## config.mk

```make
export PLATFORM = sky130hd
export DESIGN_NAME = periph_tx_arbiter
export DESIGN_NICKNAME = d
export VERILOG_FILES = /design/src/rtl/periph_tx_arbiter.sv
export SDC_FILE = /design/constraint.sdc
export NUM_CORES = 1
export LEC_CHECK = 0
export CORE_UTILIZATION = 35
export DETAILED_ROUTE_END_ITERATION = 8
export SYNTH_ARGS = -nofsm -noshare
export SYNTH_HDL_FRONTEND = slang
export SYNTH_SLANG_ARGS = --single-unit
```

## constraint.sdc

```tcl
create_clock -name clk -period 4.35 [get_ports clk]
set_input_delay 0.435 -clock clk [delete_from_list [all_inputs] [get_ports clk]]
set_output_delay 0.435 -clock clk [all_outputs]
set_load 0.02 [all_outputs]
```

## src/rtl/periph_tx_arbiter.sv

```systemverilog
// Round-robin merge of peripheral upstream packets into the single USB TX packet stream.
// The address field of each forwarded packet is replaced with the index of its source slot.
module periph_tx_arbiter #(
   // Defaults mirror lycan::num_peripherals, lycan::usb_packet_width, lycan::periph_address_width
   parameter int NUM_PERIPHERALS = 8,
   parameter int PACKET_WIDTH    = 32,
   parameter int ADDR_WIDTH      = 3
) (
   input  logic                                    clk,
   input  logic                                    rst,
   input  logic [NUM_PERIPHERALS-1:0]              periph_valid,
   input  logic [NUM_PERIPHERALS*PACKET_WIDTH-1:0] periph_data,
   output logic [NUM_PERIPHERALS-1:0]              periph_ready,
   output logic                                    tx_valid,
   output logic [PACKET_WIDTH-1:0]                 tx_data,
   input  logic                                    tx_ready,
   output logic [ADDR_WIDTH-1:0]                   last_grant
);

   localparam int PAY_W = PACKET_WIDTH - ADDR_WIDTH;

   if (NUM_PERIPHERALS > 2**ADDR_WIDTH) begin : g_bad_cfg
      $error("periph_tx_arbiter: NUM_PERIPHERALS exceeds 2**ADDR_WIDTH");
   end

   logic [PAY_W-1:0]      payload_w [NUM_PERIPHERALS];
   logic [NUM_PERIPHERALS*ADDR_WIDTH-1:0] unused_addr_bits;

   for (genvar g = 0; g < NUM_PERIPHERALS; g++) begin : g_slot
      assign payload_w[g] = periph_data[g*PACKET_WIDTH +: PAY_W];
      assign unused_addr_bits[g*ADDR_WIDTH +: ADDR_WIDTH] =
         periph_data[g*PACKET_WIDTH+PAY_W +: ADDR_WIDTH];
   end

   logic                    tx_valid_q, tx_valid_d;
   logic [PACKET_WIDTH-1:0] tx_data_q, tx_data_d;
   logic [ADDR_WIDTH-1:0]   last_grant_q, last_grant_d;
   logic                    load;
   logic                    found;
   logic [ADDR_WIDTH-1:0]   grant_idx;
   logic [PAY_W-1:0]        grant_pay;
   logic [NUM_PERIPHERALS-1:0] ready_d;

   assign load = !tx_valid_q || tx_ready;

   // Search starts one past the last grant so every slot gets its turn.
   always_comb begin
      int                  idx_int;
      logic [ADDR_WIDTH-1:0] idx_a;
      found     = 1'b0;
      grant_idx = '0;
      grant_pay = '0;
      idx_int   = 0;
      idx_a     = '0;
      for (int k = 1; k <= NUM_PERIPHERALS; k++) begin
         idx_int = (int'(last_grant_q) + k) % NUM_PERIPHERALS;
         idx_a   = ADDR_WIDTH'(idx_int);
         if (!found && periph_valid[idx_a]) begin
            found     = 1'b1;
            grant_idx = idx_a;
            grant_pay = payload_w[idx_a];
         end
      end
   end

   always_comb begin
      ready_d = '0;
      if (!rst && load && found) begin
         ready_d[grant_idx] = 1'b1;
      end
   end

   always_comb begin
      tx_valid_d   = tx_valid_q;
      tx_data_d    = tx_data_q;
      last_grant_d = last_grant_q;
      if (load) begin
         tx_valid_d = found;
         if (found) begin
            tx_data_d    = {grant_idx, grant_pay};
            last_grant_d = grant_idx;
         end
      end
   end

   always_ff @(posedge clk) begin
      if (rst) begin
         tx_valid_q   <= 1'b0;
         tx_data_q    <= '0;
         last_grant_q <= ADDR_WIDTH'(NUM_PERIPHERALS - 1);
      end else begin
         tx_valid_q   <= tx_valid_d;
         tx_data_q    <= tx_data_d;
         last_grant_q <= last_grant_d;
      end
   end

   assign periph_ready = ready_d;
   assign tx_valid     = tx_valid_q;
   assign tx_data      = tx_data_q;
   assign last_grant   = last_grant_q;

endmodule

```

==> results.json <==
{
  "crit_arrival_ns": 3.77,
  "yosys.area.top_type": "mux4_2",
  "synth-main-ff-cell": "dfxtp_1",
  "boundaryPins": 311,
  "fin_ws_ns": 0.148,
  "synth_edf_count": 0,
  "cp_max_fo": 17,
  "max_slew_margin": 0.117,
  "grt_usage": 0.266,
  "clkSlewWorstSetupHoldPaths_ns": 0.07,
  "criticalPathCategory": "reg2out",
  "clockBufferDepth": 2,
  "drive_gt1_frac": 0.246,
  "grt_pass1_wl_mm": 72.3,
  "finalCriticalPeriod_ns": 4.20,
  "die_area_sq_mm": 0.0351,
  "io_buffer_count": 286,
  "syn_nets": 1579,
  "layout_commonest_cell": "nand2_1",
  "yosysUniqueCellTypes": 61,
  "maxCapViolations": 0,
  "grt_pass1_vias": 12400,
  "final_cell_mix": "335 x nand2_1, 278 x clkdlybuf4s50_1, 247 x mux4_2, 97 x nand3_1, 58 x a21oi_1",
  "ant_nets": 0,
  "area_delta_synth_final_pct": 29.4,
  "via_per_inst": 6.64,
  "setup_viol": 0,
  "dr.first_iter.drc_count": 1235,
  "gp_congestion": 0.876,
  "power_density_mw_per_mm2": 735,
  "crit_required_ns": 3.91,
  "cts_max_level": 2,
  "synth_cells": 1310,
  "ys_ff_latch": 36,
  "timing.final.crit_share": 0.966,
  "hold_start": "tx_data[29]",
  "max_freq_ghz": 0.238,
  "reg2reg_slack_ns": 0.50,
  "cts_tree": "yes",
  "yosys_warnings": 0,
  "hold_viol": 0,
  "reg2reg_depth": 12,
  "wl_per_cell_um": 24.4,
  "syn_area_sq_mm": 0.0120,
  "start_util": 0.357,
  "clkLatencyLatePin_ns": 0.30,
  "synth-seq-area-share": 0.0599,
  "status": "completed",
  "antenna_found_initial": 2,
  "hpwl_mm": 32.1,
  "cts_root_buf": "clkbuf_16",
  "dr_total_vias": 13000,
  "hold_class": "reg2reg",
  "reg2reg_from": "last_grant[0]",
  "avgSynthCellArea_sq_um": 9.18,
  "holdPathStages": 2,
  "coreArea_sq_mm": 0.0337,
  "drv_slew": 0,
  "worstHoldEndpoint": "tx_data[29]",
  "yosys.area.top_type_share": 0.463,
  "dr.pass1.iters": 5,
  "drc": 0,
  "synth.area.top_cells": "mux4_2 46%, nand2_1 10%, dfxtp_1 6.0%, nand3_1 4.0%, a211oi_1 3.2%",
  "die_y_um": 187,
  "rows": 67,
  "fin_worst_skew_ns": 0.00409,
  "drt_wl_total_mm": 47.8,
  "tightest_slew_ns": 1.32,
  "numCtsBuffers": 5,
  "fin_tns_setup_ns": 0,
  "setup.worst_path.start_class": "register",
  "postCtsHoldBufs": 0,
  "clock-sinks": 36,
  "power.leakage_nw": 5.73,
  "die_w_um": 187,
  "worstSetupEndpointType": "output port",
  "reg2reg_to": "tx_data[22]",
  "rsz0062_at_grt": "no",
  "grt_max_degree": 123,
  "place_ws_ns": 0.0897,
  "layout.nets": 1777,
  "synthArstFlopShare": 0,
  "peakVddDrop_v": 0.000641,
  "gr-total-overflow": 0
}
## synthesized netlist by cell type (all sizes together), types with 2 or more instances
cell / instances
a32o: 2
a22oi: 8
inv: 6
nand3: 98
a2111oi: 21
o31ai: 2
ha: 2
o21bai: 2
xnor2: 3
a311oi: 8
a31oi: 27
o21ai: 41
mux4: 247
buf: 64
mux2i: 27
nor4: 2
and2: 24
dfxtp: 36
a41oi: 4
nand2: 335
a21oi: 58
nand2b: 2
xor2: 3
nor2b: 23
and3: 12
clkbuf: 83
nor2: 22
nor3: 12
a41o: 21
o22ai: 11
nor3b: 3
mux2: 39
a211oi: 52
## flip-flops by register name, summed over array words and instances (netlist names)
name        cells
tx_valid        1
last_grant      3
tx_data        32
## worst max-delay path by stage
stage                          startpoint               to  slack [ns]  cells after the start
final                       last_grant[0]  periph_ready[7]        0.15                     11
after global routing        last_grant[0]  periph_ready[7]        0.04                     11
after CTS                   last_grant[0]  periph_ready[3]        0.03                     11
after detailed placement  periph_valid[5]  periph_ready[0]        0.09                     10
after global placement    periph_valid[7]  periph_ready[1]        0.14                     10
after floorplan             last_grant[1]  periph_ready[3]        0.35                     13
## layer usage
layer | share of wire | global-route usage | vias to the layer above
met3 | 0.099 | 0.0390 | 89
met1 | 0.39 | 0.360 | 6418
met4 | 0.028 | 0.0938 | 2
met5 | 0.00027 | 0 | -
met2 | 0.48 | 0.434 | 863
li1 | - | - | 5623
## area by class of cell
cell class / instances / area [sq um]
repair buffers: 338 / 3310
clock inverters: 3 / 42.5
well taps: 448 / 561
inverters: 7 / 28.8
flip-flops and latches: 36 / 732
fillers: 3140 / 18100
clock buffers: 5 / 125
multi-input cells: 1120 / 10800
diodes: 1 / 2.50
## kinds of logic (layout without fill, tap and decap cells)
kind of cell,count (synthesis),in the layout,synth area share
other,0,1,0
adder cells (fa/ha/maj),2,2,0.00208
XOR/XNOR,6,6,0.00562
buffers and inverters,154,353,0.0564
flip-flops,36,36,0.0599
AND/OR/NAND/NOR,535,535,0.199
multiplexers,313,313,0.523
AO/OA/AOI/OAI,264,264,0.154
## critical path, cell delays in order, from the launching register on
cell             delay, ns
dfxtp_4               0.36
inv_4                 0.07
ha_4                  0.26
buf_4                 0.17
mux2_1                0.35
mux4_2                0.56
buf_4                 0.25
nor3_2                0.22
o21a_1                0.20
o31ai_4               0.12
nor3_1                0.24
clkdlybuf4s50_1       0.65
## report_power, final
group          switching [mW]  leakage (nW)  internal (mW)
clock network           0.190        0.0798          0.271
logic                    5.77          5.35           4.59
registers               0.147         0.299          0.465
total                    6.10          5.73           5.33
## timing repair
item / 4_1_cts / 5_1_grt
pin swaps: 1 / 0
setup endpoints to repair: 2 / 8
resized for setup: 1 / 12
setup buffers: 2 / 4
## metrics by stage
step	power (mW)	area, sq um	utilization	instances	hold WS, ns
3_5_place_dp	10.7	15300	0.454	1943	0.474
5_1_grt	12.3	15600	0.462	1958	0.525
2_1_floorplan	8.12	12000	-	1310	0.533
6_report	11.4	15600	0.462	1958	0.477
4_1_cts	11.3	15500	0.460	1953	0.486
3_3_place_gp	10.6	15300	0.454	1943	0.480
Note: power is estimated with default switching activity, not from simulation.
